## src/rtl/fwd_hazard_ctrl.sv

```systemverilog
// Operand-B forwarding select and load-use stall control for the EX-stage operand-B mux.
// Tracks destination info of the EX and MEM instructions and resolves RAW hazards seen in ID.
module fwd_hazard_ctrl #(
  parameter int unsigned REG_W  = 4,
  parameter int unsigned HI_REG = 15
) (
  input  logic             clk,
  input  logic             rst,
  input  logic             id_valid,
  input  logic [REG_W-1:0] id_src_b,
  input  logic             id_uses_b,
  input  logic [REG_W-1:0] id_dst,
  input  logic             id_wr,
  input  logic             id_wr_hi,
  input  logic             id_is_load,
  input  logic             flush,
  input  logic             freeze,
  output logic             hazard,
  output logic [2:0]       forward_sel,
  output logic             stall_if_id,
  output logic             bubble_ex
);

  localparam logic [REG_W-1:0] HiIdx = REG_W'(HI_REG);

  localparam logic [2:0] SelNone    = 3'b000;
  localparam logic [2:0] SelBtbLo   = 3'b001;
  localparam logic [2:0] SelBtbHi   = 3'b010;
  localparam logic [2:0] SelOneLo   = 3'b011;
  localparam logic [2:0] SelOneHi   = 3'b100;

  typedef enum logic {
    StRun     = 1'b0,
    StLuStall = 1'b1
  } state_e;

  state_e           state_q;

  // Shadow of the instruction currently in EX
  logic [REG_W-1:0] ex_dst_q;
  logic             ex_wr_q;
  logic             ex_hi_q;
  logic             ex_load_q;

  // Shadow of the instruction currently in MEM
  logic [REG_W-1:0] mem_dst_q;
  logic             mem_wr_q;
  logic             mem_hi_q;

  logic             hazard_q;
  logic [2:0]       forward_sel_q;

  logic             id_active;
  logic             d1lo, d1hi, d2lo, d2hi;
  logic             lu;
  logic             kill_ex;
  logic [2:0]       sel;

  assign id_active = id_valid & id_uses_b;

  assign d1lo = id_active & ex_wr_q  & (ex_dst_q  == id_src_b);
  assign d1hi = id_active & ex_hi_q  & (HiIdx     == id_src_b);
  assign d2lo = id_active & mem_wr_q & (mem_dst_q == id_src_b);
  assign d2hi = id_active & mem_hi_q & (HiIdx     == id_src_b);

  // Once the stall cycle has been spent the load sits in MEM, so lu is masked.
  assign lu = (d1lo | d1hi) & ex_load_q & (state_q == StRun);

  // Nearest producer wins; low half beats high half within a stage.
  always_comb begin
    sel = SelNone;
    if (d1lo) begin
      sel = SelBtbLo;
    end else if (d1hi) begin
      sel = SelBtbHi;
    end else if (d2lo) begin
      sel = SelOneLo;
    end else if (d2hi) begin
      sel = SelOneHi;
    end
  end

  assign kill_ex     = lu | flush;
  assign stall_if_id = lu & ~flush & ~rst;
  assign bubble_ex   = lu & ~flush & ~rst;

  assign hazard      = hazard_q;
  assign forward_sel = forward_sel_q;

  always_ff @(posedge clk) begin
    if (rst) begin
      state_q       <= StRun;
      hazard_q      <= 1'b0;
      forward_sel_q <= SelNone;
    end else if (!freeze) begin
      if (kill_ex) begin
        hazard_q      <= 1'b0;
        forward_sel_q <= SelNone;
      end else begin
        hazard_q      <= (sel != SelNone);
        forward_sel_q <= sel;
      end

      if (flush) begin
        state_q <= StRun;
      end else begin
        case (state_q)
          StRun:     state_q <= lu ? StLuStall : StRun;
          StLuStall: state_q <= StRun;
          default:   state_q <= StRun;
        endcase
      end
    end
  end

  always_ff @(posedge clk) begin
    if (rst) begin
      ex_dst_q  <= '0;
      ex_wr_q   <= 1'b0;
      ex_hi_q   <= 1'b0;
      ex_load_q <= 1'b0;
      mem_dst_q <= '0;
      mem_wr_q  <= 1'b0;
      mem_hi_q  <= 1'b0;
    end else if (!freeze) begin
      mem_dst_q <= ex_dst_q;
      mem_wr_q  <= ex_wr_q;
      mem_hi_q  <= ex_hi_q;
      if (kill_ex) begin
        ex_dst_q  <= '0;
        ex_wr_q   <= 1'b0;
        ex_hi_q   <= 1'b0;
        ex_load_q <= 1'b0;
      end else begin
        ex_dst_q  <= id_dst;
        ex_wr_q   <= id_valid & id_wr;
        ex_hi_q   <= id_valid & id_wr_hi;
        ex_load_q <= id_valid & id_is_load;
      end
    end
  end

endmodule

```

## config.mk

```make
export PLATFORM = sky130hd
export DESIGN_NAME = fwd_hazard_ctrl
export DESIGN_NICKNAME = d
export VERILOG_FILES = /design/src/rtl/fwd_hazard_ctrl.sv
export SDC_FILE = /design/constraint.sdc
export NUM_CORES = 1
export LEC_CHECK = 0
export BUFFER_PORTS_ARGS = -buffer_cell sky130_fd_sc_hd__buf_2
export CORE_MARGIN = 4
export CORE_UTILIZATION = 45
export DETAILED_ROUTE_END_ITERATION = 8
export GPL_TIMING_DRIVEN = 1
export PLACE_DENSITY = 0.72
export RECOVER_POWER = 50
export SLEW_MARGIN = 5
export SYNTH_ARGS = -nofsm -noshare
export SYNTH_HDL_FRONTEND = slang
export SYNTH_SLANG_ARGS = --single-unit
```

## constraint.sdc

```tcl
create_clock -name clk -period 1.3 [get_ports clk]
set_input_delay 0.065 -clock clk [delete_from_list [all_inputs] [get_ports clk]]
set_output_delay 0.065 -clock clk [all_outputs]
set_load 0.1 [all_outputs]
```

Word-level counts from Yosys, hierarchy flattened:

Index checks and enable logic that the tools add are counted.

* word-level logic and storage cells: 48
* register bits: 18
* output and inout port bits: 6

* multiplexer cells: 13
* bitwise logic cells: 21
* equality and inequality tests: 3
* reduce and logical (&&, ||, !) cells: 1

Operator list (number)
* 1-bit AND: 16
* 3-bit two-way mux: 5
* 4-bit == test: 2
* 1-bit two-way mux: 6
* 4-bit == test, first input constant: 1
* 4-bit two-way mux: 1
* 1-bit inverter: 3
* 3-bit nonzero test: 1
* 1-bit OR: 2
* 1-bit case mux with 2 select lines: 1

Logic depth before layout (Yosys ltp):

Gate-level depths: netlist of run 1.

* depth in word-level cells: 9
* mapped depth: 6
* gate-level depth less buffers: 5

Worst setup path before layout of run 1:

Ideal clock, no wire load.

* kind: register to output
* start: reg ex_dst_q[0]
* end: out stall_if_id
* setup slack: -2498 ps
* cell stages (with the launch flop): 7
* data arrival time: 3733 ps
* path buffers: 1
* data required time: 1235 ps
* path through: dfxtp_1 xor2_1 nor3_2 nand2_2 a21o_1 nor3_1 buf_4

* longest elaborated chain between the ends: 7

RTL lines
* from (decl): line 40 `logic [REG_W-1:0] ex_dst_q;`
* from (signal assigned): line 135 `ex_dst_q <= id_dst;`
* 4-bit == test: line 61 `assign d1lo = id_active & ex_wr_q & (ex_dst_q == id_src_b);`
* 1-bit AND: line 61
* 1-bit OR: line 67 `assign lu = (d1lo | d1hi) & ex_load_q & (state_q == StRun);`
* 1-bit AND (2 in series): line 67
* 1-bit AND (2 in series)
* to (decl): line 20 `output logic stall_if_id,`

No other way between the ends.

Worst setup path after layout of run 1:

* start: reg ex_dst_q[1]
* end: out stall_if_id

* longest elaborated chain between the ends: 7

RTL lines
* 4-bit == test: line 61
* 1-bit AND: line 61
* 1-bit OR: line 67
* 1-bit AND (2 in series): line 67
* 1-bit AND (2 in series): line 84 `assign stall_if_id = lu & ~flush & ~rst;`

No other way between the ends.

==> impl_metrics.tcl, run 1 <==
set metrics [dict create \
    ys_warn_count 0 \
    clkLatencyLatePin_ps 290 \
    peakVddDrop_v 0.000741 \
    clk_pin_slew_ps 110 \
    cts_root_buf "clkbuf_4" \
    internal-power_uw 829 \
    dr.pass1.iters 4 \
    grt_util_all_layers_pct 20.7 \
    worst-setup-path-type "flop to primary output" \
    start_util_pct 49.2 \
    routedWlPerCell_um 15.7 \
    fin_ws_ps -584 \
    drcViolationCount 0 \
    numPortBuffers 22 \
    grt_pass1_wl_um 4200 \
    critPathTopFamily "simple AND/OR/NAND/NOR gates" \
    synth-simple-area-share_pct 18.8 \
    async_reset_ff_share_pct 0 \
    ys_seq_area_share_pct 40.7 \
    p_leak_nw 0.582 \
    grt_max_degree 22 \
    syn_area_per_cell_um2 9.63 \
    cts_max_path_buffers 2 \
    startpoint_type "flop" \
    ios 23 \
    ys_types 33 \
    max_stage_delay_ps 350 \
    fmaxAchievable_mhz 531 \
    rsz0062_at_grt "yes" \
    synth_edf_count 0 \
    slowest_stage "dfxtp_2" \
    die_x_um 52.4 \
    post-place-ws_ps -227 \
    antenna_found_initial 0 \
    cp_max_fo 2 \
    wl_met3_um 94 \
    p_comb_share_pct 17.5 \
    nNetsFinal 159 \
    power_density_nw_per_um2 799 \
    syn_nets 109 \
    fp.dieH_um 52.4 \
    gp_congestion 0.822 \
    synthAdderAreaFrac_pct 0 \
    worstPathCellList "xor2_2, nor3b_2, nand2_2, a21o_1, nor3_4, buf_12" \
    synth_ff_type "dfxtp_1" \
    hold_class "input port to flop" \
    netSwitchingPower_uw 283 \
    synth-compound-area-share_pct 22.3 \
    finalSetupViolCount 14 \
    slew_violations 0 \
    synth_mux_area_share_pct 6.78 \
    tightest_slew_ps 485 \
    synthesis.area_um2 886 \
    top_layer_used "met4" \
    vias 865 \
    crit_arrival_ps 1820 \
    yosys_register_bits 18 \
    p_sw_share_pct 25.4 \
    area_growth_pct 57.1 \
    fin_crit_sh_pct 145 \
    route.met2.wl_um 1300 \
    fin_crit_ps 1880 \
    design.die.area_um2 2740 \
    synthXorXnorAreaFrac_pct 7.91 \
    critPathCaptureType "primary output" \
    drv_cap 0 \
    viasPerCell 5.21 \
    slew_headroom_pct 67.9 \
    worst_clock_skew_ps 4.43 \
    violations "negative setup slack" \
    netlist_instances 92 \
    seqPwrFrac_pct 51.3 \
    drt_iter0_drc 17 \
    finalHoldViolations 0 \
    clockPowerShare_pct 31.2 \
    dpl.hpwl_um 1610 \
    routed_wl_um 2600 \
    antenna_cells 0 \
    cts_num_sinks 18 \
    fp-row-count 15 \
    grt-ovfl-total 0 \
    cts_tree "yes" \
    setup_tns_ps -4160 \
    path_buf_inv 1 \
    status "finished with violations" \
    synth_top_family_by_area "compound AO/OA/AOI/OAI gates" \
    drive_above_1_share_pct 55.3 \
    post-route-cell-area_um2 1390 \
    place_area_um2 1210 \
    m1WireLength_um 1150 \
    h-tree-depth 1 \
    grt_pass1_vias 895 \
    cts_buffers 3 \
    ant_nets 0 \
    critPathRequiredTime_ps 1240 \
    core_area_um2 1800 \
]
-- cell usage after synthesis (2+ instances only) --
library cell  instances  area share (%)
dfxtp_1              18              41
nor2_1               15             6.4
mux2i_1               6             6.8
nand2_1               5             2.1
xor2_1                5             4.9
a22oi_1               4             3.4
a21oi_1               3             1.7
a32oi_1               3             3.0
clkbuf_1              3             1.3
xnor2_1               3             3.0
inv_1                 2            0.85
nand2_2               2             1.4
nand2b_1              2             1.4
nand4_1               2             1.4
-- final cells by class --
| cell class | count | area (um2) |
|---|---|---|
| multi-input combinational | 67 | 579 |
| inverter | 2 | 7.51 |
| fill | 137 | 410 |
| clock buffer | 4 | 36.3 |
| sequential | 18 | 368 |
| timing repair buffer | 50 | 369 |
| tap | 25 | 31.3 |
-- metal layers --
layer,GRT usage [%],vias up
li1,-,429
met2,36.4,19
met1,25.6,411
met4,5.53,0
met5,0,-
met3,3.70,6
-- cell usage in the layout, fill, tap and decap left out, types with 2 or more instances in the layout --
cell type and count:
nor2_1 15, xnor2_1 3, nand2_2 2, a22oi_2 4, xor2_2 3, clkbuf_4 3
nand2b_1 2, buf_12 3, mux2i_1 6, inv_1 2, dfxtp_2 6, dfxtp_1 12
nand2_1 5, xor2_1 2, buf_2 20, nand4_1 2, buf_4 23, a21oi_1 2
a32oi_2 2, buf_6 2
-- worst reg2reg max path: stages (launching register included) --
cell and delay, ps:
dfxtp_2 350, xor2_2 140, nor3b_2 280, buf_4 200, a41oi_4 130, buf_12 170
a32oi_2 180, nor2_1 60
-- metrics by stage --
stage / util (%) / std cells / hold WS, ps / power [mW]
finish: 77.2 / 166 / 22.0 / 1.11
floorplan: - / 92 / 164 / 0.656
global route: 77.2 / 166 / 32.1 / 1.16
CTS: 75.5 / 167 / 6.23 / 1.11
detailed placement: 67.3 / 156 / 306 / 0.734
global placement: 67.3 / 156 / 298 / 0.730
-- cell families after synthesis --
family	after synthesis
XOR/XNOR	8
flip-flops	18
multiplexers	6
AO/OA/AOI/OAI	20
AND/OR/NAND/NOR	33
buffers and inverters	7
-- power by group through the flow --
stage | combinational (mW) | sequential [mW] | clock, mW
floorplan | 0.0750 | 0.581 | 0
global placement | 0.150 | 0.580 | 0
detailed placement | 0.153 | 0.581 | 0
CTS | 0.183 | 0.569 | 0.356
global route | 0.207 | 0.573 | 0.378
finish | 0.195 | 0.571 | 0.347
-- path summary, 6_finish.rpt --
path	startpoint	endpoint	slack, ps	depth (start not counted)
worst max register to register	ex_dst_q[1]	ex_wr_q	-320	7
worst min-delay path	id_dst[0]	ex_dst_q[0]	20	3
worst min register to register	forward_sel[1]	forward_sel[1]	470	2
worst max-delay path	ex_dst_q[1]	stall_if_id	-580	6
-- flip-flops by register name, indices dropped and copies added (netlist names) --
register     cells
ex_dst_q         4
mem_dst_q        4
forward_sel      3
ex_hi_q          1
ex_load_q        1
ex_wr_q          1
hazard           1
mem_hi_q         1
mem_wr_q         1
state_q          1
-- repair_timing --
action / CTS / global route
setup endpoints to repair: 14 / 14
hold endpoints to repair: 1 / 0
setup buffers: 15 / 5
resized for setup: 12 / 8
pin swaps: 10 / 11
hold buffers: 1 / 0
Note: power is estimated with default switching activity, not from simulation.
==> inputs of run 2 (changes only) <==
ABC_AREA = 1   (was not set)
CORE_UTILIZATION = 47   (was 45)
GPL_TIMING_DRIVEN = 0   (was 1)
PLACE_DENSITY = 0.74   (was 0.72)
==> run 2 against run 1 <==
Net effect:
- the flow still finishes with violations (negative setup slack)
- sequential power up 2%
- non-clock buffer count down 11
- worst hold slack better by 14 ps
- via count up 27%
- fmax up 12%
- first-iteration DRC count up 24%
- synthesized cell count up 65%
- register-to-register slack better by 120 ps
- combinational power down 5%
- global-route usage down 0.20 points
- sequential cell count unchanged
- worst setup slack better by 200 ps
- critical path type unchanged
- largest power group unchanged
==> impl_metrics.tcl, run 2 <==
set metrics [dict create \
    dr.pass1.iters 5 \
    cts_num_sinks 18 \
    peakVddDrop_v 0.000574 \
    routed_wl_um 2580 \
    post-route-cell-area_um2 1390 \
    layout_common_cells "nand2_1, buf_2, a21oi_1" \
    ys_seq_area_share_pct 35.4 \
    synthXorXnorAreaFrac_pct 0.861 \
    yosys_register_bits 18 \
    die_x_um 54.5 \
    grt_pass1_wl_um 4570 \
    clk_pin_slew_ps 100 \
    yosysTopAreaCell "dfxtp_1" \
    worstPathCellList "nand2_2, inv_2, nor2_4, nand3_4, nand2_4, nand3_4, nor2_4, buf_12, buf_12" \
    routedWlPerCell_um 11.9 \
    cp_max_fo 4 \
    synthesis.area_um2 1020 \
    fin_ws_ps -384 \
    dpl.hpwl_um 1790 \
    drt_iter0_drc 21 \
    cts_max_path_buffers 2 \
    slew_headroom_pct 65.5 \
    synth_ff_type "dfxtp_1" \
    rsz0062_at_grt "yes" \
    cts_tree "yes" \
    ys_warn_count 0 \
    mostFrequentLayoutCell "nand2_1" \
    fmaxAchievable_mhz 594 \
    synth-compound-area-share_pct 11.8 \
    synth_mux_area_share_pct 0 \
    async_reset_ff_share_pct 0 \
    area_growth_pct 36.9 \
    fin_crit_ps 1680 \
    grt_util_all_layers_pct 20.5 \
    start_util_pct 50.8 \
    hp-start "id_dst[0]" \
    finalHoldViolations 0 \
    ios 23 \
    synth_edf_count 0 \
    worst-setup-path-type "flop to primary output" \
    gp_congestion 0.836 \
    synthTopCellsByCount "nand2_1, dfxtp_1, inv_1, a21oi_1, nor2_1" \
    path_buf_inv 3 \
    syn_area_per_cell_um2 6.69 \
    ys_types 19 \
    hold_ws_ps 35.8 \
    tightest_slew_ps 517 \
    synthAdderAreaFrac_pct 0 \
    power_mw 1.11 \
    nNetsFinal 207 \
    cts_buffers 3 \
    grt-ovfl-total 0 \
    worst_clock_skew_ps 5.56 \
    finalSetupViolCount 14 \
    h-tree-depth 1 \
    syn_nets 169 \
    critPathTopFamily "simple AND/OR/NAND/NOR gates" \
    drv_cap 0 \
    synth_top_cells_by_area "dfxtp_1, nand2_1, a21oi_1, nand4_1, inv_1" \
    vias 1096 \
    clkLatencyLatePin_ps 290 \
    hold_class "input port to flop" \
    yosysTopAreaCellShare_pct 35.4 \
    final_util_pct 69.6 \
    viasPerCell 5.07 \
    fin_crit_sh_pct 130 \
    max_stage_delay_ps 380 \
    violations "negative setup slack" \
    status "finished with violations" \
    drive_above_1_share_pct 39.2 \
    cts_root_buf "clkbuf_4" \
    worstReg2RegStart "ex_dst_q[3]" \
    slew_violations 0 \
    design.die.area_um2 2970 \
    core_area_um2 2000 \
    grt_pass1_vias 1097 \
    antenna_cells 0 \
    synth.most_common_cell "nand2_1" \
    numPortBuffers 22 \
    startpoint_type "flop" \
    fp.dieH_um 54.5 \
    netlist_instances 152 \
    fp-row-count 16 \
    crit_start "ex_dst_q[3]" \
    grt_max_degree 11 \
    place_area_um2 1200 \
    drcViolationCount 0 \
    synth-simple-area-share_pct 41.2 \
    antenna_found_initial 0 \
    p_leak_nw 0.626 \
    crit_arrival_ps 1620 \
    power_density_nw_per_um2 794 \
    slowest_stage "dfxtp_4" \
    ant_nets 0 \
    critPathCaptureType "primary output" \
    synth_top_family_by_area "simple AND/OR/NAND/NOR gates" \
    critPathRequiredTime_ps 1240 \
]
-- run 2: cell count changes after synthesis, moves of 4 or more --
cell | previous run | this run
nand2_1 | 5 | 35
inv_1 | 2 | 18
a21oi_1 | 3 | 17
nand4_1 | 2 | 12
mux2i_1 | 6 | 0
o21ai_0 | 1 | 7
nand3_1 | 1 | 6
xor2_1 | 5 | 0
a22oi_1 | 4 | 0
inv_2 | 0 | 4
-- run 2: what timing repair did --
| item | CTS | global route |
|---|---|---|
| endpoints found under the hold margin | 2 | 0 |
| endpoints found under the setup margin | 4 | 14 |
| buffers inserted | 7 | 3 |
| pin swaps | 10 | 8 |
| gates resized for setup | 13 | 14 |
| hold buffers | 1 | 0 |
-- run 2: path summary, 6_finish.rpt --
check / endpoint / slack, ps / cells after the start
max reg2reg: hazard / -200 / 12
min: ex_dst_q[0] / 40 / 3
max: stall_if_id / -380 / 9
min reg2reg: mem_dst_q[1] / 480 / 2
-- run 2: logic make-up after synthesis --
group / after synthesis
flip-flops: 18
buffers and inverters: 28
AO/OA/AOI/OAI: 24
XOR/XNOR: 1
AND/OR/NAND/NOR: 81
-- run 2: final cells by class --
cell class / instances / area [um2]
multi-input combinational: 106 / 611
clock buffer: 4 / 36.3
tap: 27 / 33.8
inverter: 22 / 82.6
buffer: 6 / 38.8
sequential: 18 / 374
timing repair buffer: 33 / 216
fill: 166 / 609
-- run 2: per-stage QoR --
| step | instances | setup WS, ps | setup TNS (ps) |
|---|---|---|---|
| final | 216 | -384 | -2260 |
| after global routing | 216 | -484 | -3790 |
| after CTS | 213 | -384 | -1160 |
| after detailed placement | 201 | -361 | -739 |
| after global placement | 201 | -348 | -674 |
| after floorplan | 152 | -423 | -590 |
-- run 2: tightest hold or removal path, cell delays in order --
cell and delay [ps]:
buf_2 90, nand4_1 80, a21oi_1 50
-- run 2: power breakdown --
group          switching [mW]  internal, mW  total (mW)
logic                   0.115        0.0711       0.186
registers              0.0137         0.567       0.580
clock network           0.169         0.170       0.340
-- run 2: layer usage --
| layer | wire (um) | GRT usage, % |
|---|---|---|
| met1 | 1180 | 26.9 |
| met3 | 140 | 2.45 |
| met4 | 14 | 6.22 |
| met2 | 1250 | 34.9 |
| met5 | 0 | 0 |
